==> src/rtl/sdram_pkg.sv <==
// rtl/sdram_pkg.sv - shared widths, FSM encoding and default timeout for the SDRAM arbiter
package sdram_pkg;
  localparam int ADDR_W          = 26;
  localparam int DATA_W          = 16;
  localparam int TIMEOUT_DEFAULT = 255;

  typedef enum logic [1:0] {
    IDLE      = 2'd0,
    ISSUE     = 2'd1,
    WAIT_DATA = 2'd2,
    DONE      = 2'd3
  } state_t;
endpackage

==> src/rtl/sdram_arbiter_if.sv <==
// rtl/sdram_arbiter_if.sv - SDRAM controller and two-requester signal bundle
interface sdram_arbiter_if;
  import sdram_pkg::*;

  logic [ADDR_W-1:0] sdram_addr;
  logic [1:0]        sdram_byteenable_n;
  logic              sdram_chipselect;
  logic [DATA_W-1:0] sdram_writedata;
  logic              sdram_read_n;
  logic              sdram_write_n;
  logic [DATA_W-1:0] sdram_readdata;
  logic              sdram_readdata_valid;
  logic              sdram_waitrequest;

  logic              p0_request, p1_request;
  logic [ADDR_W-1:0] p0_address, p1_address;
  logic              p0_write, p1_write;
  logic [DATA_W-1:0] p0_writedata, p1_writedata;
  logic              p0_done, p1_done;
  logic [DATA_W-1:0] p0_readdata, p1_readdata;
  logic              p0_error, p1_error;

  // master is the arbiter; slave is the controller plus both requesters
  modport master (
    output sdram_addr, sdram_byteenable_n, sdram_chipselect, sdram_writedata,
    output sdram_read_n, sdram_write_n,
    input  sdram_readdata, sdram_readdata_valid, sdram_waitrequest,
    input  p0_request, p0_address, p0_write, p0_writedata,
    input  p1_request, p1_address, p1_write, p1_writedata,
    output p0_done, p0_readdata, p0_error,
    output p1_done, p1_readdata, p1_error
  );

  modport slave (
    input  sdram_addr, sdram_byteenable_n, sdram_chipselect, sdram_writedata,
    input  sdram_read_n, sdram_write_n,
    output sdram_readdata, sdram_readdata_valid, sdram_waitrequest,
    output p0_request, p0_address, p0_write, p0_writedata,
    output p1_request, p1_address, p1_write, p1_writedata,
    input  p0_done, p0_readdata, p0_error,
    input  p1_done, p1_readdata, p1_error
  );
endinterface

==> src/rtl/rr_arbiter2.sv <==
// rtl/rr_arbiter2.sv - two-way round-robin pick; a tie goes to the port not granted last
module rr_arbiter2 (
  input  logic i_req0,
  input  logic i_req1,
  input  logic i_last,
  output logic o_grant
);
  assign o_grant = (i_req0 && i_req1) ? ~i_last : i_req1;
endmodule

==> src/rtl/sdram_arbiter.sv <==
// rtl/sdram_arbiter.sv - shares one SDRAM controller between two requesters, one transfer at a time
module sdram_arbiter
  import sdram_pkg::*;
#(
  parameter int TIMEOUT_CYCLES = TIMEOUT_DEFAULT
) (
  input  logic           clock_50,
  input  logic           reset_50,
  sdram_arbiter_if.master bus
);
  localparam int              CNT_W    = $clog2(TIMEOUT_CYCLES + 1);
  localparam logic [CNT_W-1:0] CNT_LAST = CNT_W'(TIMEOUT_CYCLES - 1);

  state_t            r_state, w_next;
  logic              r_gnt, r_last, r_write, r_err;
  logic [ADDR_W-1:0] r_addr;
  logic [DATA_W-1:0] r_wdata, r_rdata0, r_rdata1;
  logic [CNT_W-1:0]  r_cnt;
  logic              w_any_req, w_gnt, w_timeout;

  assign w_any_req = bus.p0_request | bus.p1_request;
  assign w_timeout = (r_cnt == CNT_LAST);

  rr_arbiter2 u_rr (
    .i_req0  (bus.p0_request),
    .i_req1  (bus.p1_request),
    .i_last  (r_last),
    .o_grant (w_gnt)
  );

  always_ff @(posedge clock_50) begin
    if (reset_50) r_state <= IDLE;
    else          r_state <= w_next;
  end

  always_comb begin
    w_next = r_state;
    case (r_state)
      IDLE:      if (w_any_req) w_next = ISSUE;
      ISSUE:     if (!bus.sdram_waitrequest) w_next = r_write ? DONE : WAIT_DATA;
      WAIT_DATA: if (bus.sdram_readdata_valid || w_timeout) w_next = DONE;
      DONE:      w_next = IDLE;
      default:   w_next = IDLE;
    endcase
  end

  always_ff @(posedge clock_50) begin
    if (reset_50) begin
      r_gnt    <= 1'b0;
      r_last   <= 1'b1;
      r_write  <= 1'b0;
      r_err    <= 1'b0;
      r_addr   <= '0;
      r_wdata  <= '0;
      r_rdata0 <= '0;
      r_rdata1 <= '0;
      r_cnt    <= '0;
    end else begin
      case (r_state)
        IDLE: if (w_any_req) begin
          r_gnt   <= w_gnt;
          r_addr  <= w_gnt ? bus.p1_address   : bus.p0_address;
          r_write <= w_gnt ? bus.p1_write     : bus.p0_write;
          r_wdata <= w_gnt ? bus.p1_writedata : bus.p0_writedata;
          r_err   <= 1'b0;
        end
        ISSUE: r_cnt <= '0;
        // valid data wins over a timeout landing on the same edge
        WAIT_DATA: begin
          r_cnt <= r_cnt + 1'b1;
          if (bus.sdram_readdata_valid) begin
            r_err <= 1'b0;
            if (r_gnt) r_rdata1 <= bus.sdram_readdata;
            else       r_rdata0 <= bus.sdram_readdata;
          end else if (w_timeout) begin
            r_err <= 1'b1;
          end
        end
        DONE: r_last <= r_gnt;
        default: ;
      endcase
    end
  end

  assign bus.sdram_byteenable_n = 2'b00;
  assign bus.sdram_chipselect   = 1'b1;
  assign bus.sdram_addr         = r_addr;
  assign bus.sdram_writedata    = r_wdata;
  assign bus.sdram_read_n       = !((r_state == ISSUE) && !r_write);
  assign bus.sdram_write_n      = !((r_state == ISSUE) &&  r_write);

  assign bus.p0_done     = (r_state == DONE) && !r_gnt;
  assign bus.p1_done     = (r_state == DONE) &&  r_gnt;
  assign bus.p0_error    = bus.p0_done && r_err;
  assign bus.p1_error    = bus.p1_done && r_err;
  assign bus.p0_readdata = r_rdata0;
  assign bus.p1_readdata = r_rdata1;
endmodule

==> src/flat_wrapper.sv <==
// flat-port wrapper written by rule: the top's interface ports become plain ports
module sdram_arbiter_flat import sdram_pkg::*;
#(
  parameter int TIMEOUT_CYCLES = TIMEOUT_DEFAULT
)
  (clock_50, reset_50, bus_sdram_addr, bus_sdram_byteenable_n, bus_sdram_chipselect, bus_sdram_writedata, bus_sdram_read_n, bus_sdram_write_n, bus_sdram_readdata, bus_sdram_readdata_valid, bus_sdram_waitrequest, bus_p0_request, bus_p0_address, bus_p0_write, bus_p0_writedata, bus_p1_request, bus_p1_address, bus_p1_write, bus_p1_writedata, bus_p0_done, bus_p0_readdata, bus_p0_error, bus_p1_done, bus_p1_readdata, bus_p1_error);
  sdram_arbiter_if bus_i ();
  input  logic clock_50;
  input  logic reset_50;
  output wire logic [$bits(bus_i.sdram_addr)-1:0] bus_sdram_addr;
  output wire logic [$bits(bus_i.sdram_byteenable_n)-1:0] bus_sdram_byteenable_n;
  output wire logic [$bits(bus_i.sdram_chipselect)-1:0] bus_sdram_chipselect;
  output wire logic [$bits(bus_i.sdram_writedata)-1:0] bus_sdram_writedata;
  output wire logic [$bits(bus_i.sdram_read_n)-1:0] bus_sdram_read_n;
  output wire logic [$bits(bus_i.sdram_write_n)-1:0] bus_sdram_write_n;
  input wire logic [$bits(bus_i.sdram_readdata)-1:0] bus_sdram_readdata;
  input wire logic [$bits(bus_i.sdram_readdata_valid)-1:0] bus_sdram_readdata_valid;
  input wire logic [$bits(bus_i.sdram_waitrequest)-1:0] bus_sdram_waitrequest;
  input wire logic [$bits(bus_i.p0_request)-1:0] bus_p0_request;
  input wire logic [$bits(bus_i.p0_address)-1:0] bus_p0_address;
  input wire logic [$bits(bus_i.p0_write)-1:0] bus_p0_write;
  input wire logic [$bits(bus_i.p0_writedata)-1:0] bus_p0_writedata;
  input wire logic [$bits(bus_i.p1_request)-1:0] bus_p1_request;
  input wire logic [$bits(bus_i.p1_address)-1:0] bus_p1_address;
  input wire logic [$bits(bus_i.p1_write)-1:0] bus_p1_write;
  input wire logic [$bits(bus_i.p1_writedata)-1:0] bus_p1_writedata;
  output wire logic [$bits(bus_i.p0_done)-1:0] bus_p0_done;
  output wire logic [$bits(bus_i.p0_readdata)-1:0] bus_p0_readdata;
  output wire logic [$bits(bus_i.p0_error)-1:0] bus_p0_error;
  output wire logic [$bits(bus_i.p1_done)-1:0] bus_p1_done;
  output wire logic [$bits(bus_i.p1_readdata)-1:0] bus_p1_readdata;
  output wire logic [$bits(bus_i.p1_error)-1:0] bus_p1_error;
  assign bus_sdram_addr = bus_i.sdram_addr;
  assign bus_sdram_byteenable_n = bus_i.sdram_byteenable_n;
  assign bus_sdram_chipselect = bus_i.sdram_chipselect;
  assign bus_sdram_writedata = bus_i.sdram_writedata;
  assign bus_sdram_read_n = bus_i.sdram_read_n;
  assign bus_sdram_write_n = bus_i.sdram_write_n;
  assign bus_i.sdram_readdata = bus_sdram_readdata;
  assign bus_i.sdram_readdata_valid = bus_sdram_readdata_valid;
  assign bus_i.sdram_waitrequest = bus_sdram_waitrequest;
  assign bus_i.p0_request = bus_p0_request;
  assign bus_i.p0_address = bus_p0_address;
  assign bus_i.p0_write = bus_p0_write;
  assign bus_i.p0_writedata = bus_p0_writedata;
  assign bus_i.p1_request = bus_p1_request;
  assign bus_i.p1_address = bus_p1_address;
  assign bus_i.p1_write = bus_p1_write;
  assign bus_i.p1_writedata = bus_p1_writedata;
  assign bus_p0_done = bus_i.p0_done;
  assign bus_p0_readdata = bus_i.p0_readdata;
  assign bus_p0_error = bus_i.p0_error;
  assign bus_p1_done = bus_i.p1_done;
  assign bus_p1_readdata = bus_i.p1_readdata;
  assign bus_p1_error = bus_i.p1_error;
  sdram_arbiter #(.TIMEOUT_CYCLES(TIMEOUT_CYCLES)) u_core (.clock_50(clock_50), .reset_50(reset_50), .bus(bus_i));
endmodule
==> config.mk <==
export PLATFORM = sky130hd
export DESIGN_NAME = sdram_arbiter_flat
export DESIGN_NICKNAME = d
export VERILOG_FILES = /design/src/rtl/sdram_pkg.sv /design/src/rtl/sdram_arbiter_if.sv /design/src/rtl/rr_arbiter2.sv /design/src/rtl/sdram_arbiter.sv /design/src/flat_wrapper.sv
export SDC_FILE = /design/constraint.sdc
export NUM_CORES = 1
export LEC_CHECK = 0
export BUFFER_PORTS_ARGS = -buffer_cell sky130_fd_sc_hd__buf_2
export CAP_MARGIN = 20
export CORE_MARGIN = 2
export CORE_UTILIZATION = 40
export CTS_CLUSTER_DIAMETER = 80
export DETAILED_ROUTE_END_ITERATION = 16
export PLACE_DENSITY = 0.74
export SETUP_SLACK_MARGIN = 0.05
export SLEW_MARGIN = 20
export SYNTH_ARGS = -nofsm -noshare
export SYNTH_HDL_FRONTEND = slang
export SYNTH_SLANG_ARGS = --single-unit
==> constraint.sdc <==
create_clock -name clock_50 -period 3.89 [get_ports clock_50]
set_input_delay 0.389 -clock clock_50 [delete_from_list [all_inputs] [get_ports clock_50]]
set_output_delay 0.389 -clock clock_50 [all_outputs]
set_load 0.005 [all_outputs]
==> results.json <==
{
  "outcome": "finished clean",
  "ios": 191,
  "synthMuxAreaShare_pct": 10.8,
  "synth_ff_type": "dfxtp_1",
  "fp-row-count": 36,
  "seq_area_sq_um": 1760,
  "hold_viol_final": 0,
  "die_w_um": 104,
  "rrSetupSlack_ps": 1840,
  "via_per_inst": 4.85,
  "place_area_sq_um": 4870,
  "grt_overflow": 0,
  "synth_compound_area_share_pct": 20.1,
  "clockBufferDepth": 2,
  "ant_nets": 0,
  "rsz0062_at_grt": "false",
  "slew_viol_final": 0,
  "report.final.setup_viol": 0,
  "hold_buffers": 0,
  "gp_congestion": 0.746,
  "finalNetCount": 703,
  "cts.sinks": 88,
  "slew_headroom_pct": 30.1,
  "hold_path.class": "in -> reg",
  "drt-total-wl_um": 9890,
  "cts_root_buf": "clkbuf_8",
  "worst_pin_slew_ps": 1040,
  "pwr-share-seq_pct": 41.2,
  "route.met3.wl_um": 725,
  "synth-xor-area-share_pct": 1.10,
  "ys_seq_area_share_pct": 44.2,
  "synth-seq-cells": 88,
  "worstPathCellList": "inv_1 > ha_1 > o21a_4 > buf_12 > nor2_1 > a211oi_2",
  "stdcell_count": 727,
  "drive_above_1_share_pct": 42.1,
  "synth_cell_type_count": 38,
  "max_freq_mhz": 488,
  "wl_met2_um": 4810,
  "p_leak_nw": 2.24,
  "powerDensity_nw_per_um2": 586,
  "r2r_start": "u_core.r_state[0]",
  "synth_area_sq_um": 3980,
  "grt_usage_pct": 18.2,
  "antenna_found_initial": 0,
  "drt_iter0_markers": 167,
  "final_design_area_no_fill_sq_um": 5070,
  "whs_path_depth": 3,
  "multi_input_area_sq_um": 1970,
  "cts_tree": "done",
  "cp_max_fo": 45,
  "syn_avg_cell_area_sq_um": 9.48,
  "final_cell_mix": "186 x buf_2, 88 x dfxtp_1, 70 x nand2_1",
  "hold_start": "bus_sdram_readdata[14]",
  "top_layer": "met4",
  "cap_violations": 0,
  "crit_arrival_ps": 2320,
  "min_to": "u_core.bus.p0_readdata[14]",
  "grt_max_degree": 88,
  "whs_ps": 283,
  "cp-start-kind": "flop",
  "p_int_mw": 1.87,
  "grt_pass1_wl_um": 16300,
  "drc": 0,
  "wirelength_met1_um": 4200,
  "vias": 3526,
  "ys_warn_count": 0,
  "fin_setup_tns_ps": 0,
  "numCtsBuffers": 9,
  "syn-instance-count": 420,
  "cts_max_level": 3,
  "cp_slowest_stage_delay_ps": 550,
  "coreArea_sq_um": 9730,
  "synth_top_family_by_area": "compound AO/OA/AOI/OAI gates",
  "syn_to_final_growth_pct": 27.4,
  "synth_edf_count": 0,
  "path_class": "reg -> reg",
  "dieArea_sq_um": 10800,
  "wl_per_cell_um": 13.6,
  "start_util_pct": 40.9,
  "place.detailed.hpwl_um": 7310,
  "drt-pass1-iter-count": 4,
  "antenna_cells": 0,
  "first_global_vias": 3524,
  "io_buffers": 187,
  "fill_cells": 921,
  "cts-resized-gates": 0,
  "insertion_delay_ps": 350,
  "worstPathRequired_ps": 4160,
  "dp.cells": 710,
  "utilization_pct": 52.1,
  "clock_skew_ps": 11.2,
  "power.switching_mw": 1.10,
  "pwr-share-clk_pct": 19.5,
  "slowest_stage": "o21a_4",
  "swShare_pct": 36.9,
  "r2r_cells": 6,
  "synth_fa_ha_area_share_pct": 1.89,
  "finalCriticalPeriod_ps": 2050,
  "comb_power_share_pct": 39.3,
  "ir_drop_mv": 0.439,
  "yosys.area_share.simple_pct": 14.8,
  "fin_crit_sh_pct": 52.7,
  "r2r_end": "u_core.bus.sdram_addr[24]",
  "async_flop_share_pct": 0,
  "layout_commonest_cell": "buf_2",
  "post_cts_buffers": 0,
  "cp-end-kind": "flop",
  "die_y_um": 104,
  "cts.clk_slew.worst_paths_ps": 90
}
==> layout make-up <==
cell class | count | share of cell area (%)
well taps | 133 | 3.28
multi-input cells | 294 | 38.7
flip-flops and latches | 88 | 34.7
repair buffers | 191 | 19.3
inverters | 5 | 0.370
clock buffers | 11 | 2.79
clock inverters | 5 | 0.764
==> cell usage after synthesis (4+ instances only) <==
cell type	number	area, sq um
a211oi_1	5	37.5
nor2_1	52	195
dfxtp_1	88	1760
buf_2	8	40.0
ha_1	6	75.1
inv_1	5	18.8
buf_4	7	52.6
mux2i_1	43	430
buf_12	4	80.1
clkbuf_1	9	33.8
a21oi_1	38	190
nand2_1	70	263
a211oi_2	39	488
==> state kept, by name, summed over array words and instances, names as in the netlist <==
signal,count
u_core.bus.sdram_addr,26
u_core.bus.p0_readdata,16
u_core.bus.p1_readdata,16
u_core.bus.sdram_writedata,16
u_core.r_cnt,8
u_core.r_state,2
u_core.r_err,1
u_core.r_gnt,1
u_core.r_last,1
u_core.r_write,1
==> how the worst max path moves through the flow <==
| stage | start | endpoint | slack, ps | cells past startpoint |
|---|---|---|---|---|
| 3_5_place_dp | u_core.r_state[0] | u_core.bus.sdram_addr[24] | 1670 | 5 |
| 3_3_place_gp | u_core.r_state[0] | u_core.r_gnt | 1820 | 5 |
| 6_report | u_core.r_state[0] | u_core.bus.sdram_addr[24] | 1840 | 6 |
| 5_1_grt | u_core.r_state[0] | u_core.bus.sdram_addr[23] | 1650 | 6 |
| 2_1_floorplan | u_core.r_state[0] | u_core.r_cnt[7] | 2380 | 7 |
| 4_1_cts | u_core.r_state[0] | u_core.bus.sdram_addr[24] | 1670 | 5 |
==> cell families (layout without fill, tap and decap cells) <==
logic type,count (synthesis),after routing
DFF,88,88
buffers and inverters,39,212
xor gates and xnor gates,5,5
and+or+nand+nor,144,144
muxes,43,43
adders and majority gates,6,6
AOI/OAI and AO/OA,93,93
other,2,3
==> power groups by stage <==
stage / combinational, mW / sequential (mW) / clock (mW)
floorplan: 0.824 / 1.25 / 0
global placement: 1.11 / 1.24 / 0
detailed placement: 1.16 / 1.24 / 0
CTS: 1.16 / 1.22 / 0.606
global route: 1.29 / 1.25 / 0.639
finish: 1.17 / 1.22 / 0.580
==> worst max-delay path, delay by kind of cell (launching register included) <==
family	cells	cell delay [ps]
compound gates	2	760
fa+ha+maj	1	320
buf+inv	2	430
flops	1	350
simple gates	1	100
==> layer usage <==
layer	vias to the layer above	global-route usage, %
met3	12	5.29
met2	124	31.8
met4	0	6.08
met1	1619	21.3
li1	1771	-
met5	-	0
==> metrics by stage <==
stage	total power, mW	worst slack, ps
5_1_grt	3.18	1650
4_1_cts	2.99	1670
3_3_place_gp	2.35	1820
6_report	2.97	1840
3_5_place_dp	2.40	1670
2_1_floorplan	2.08	2380
Power figures use the tool's default switching activity.
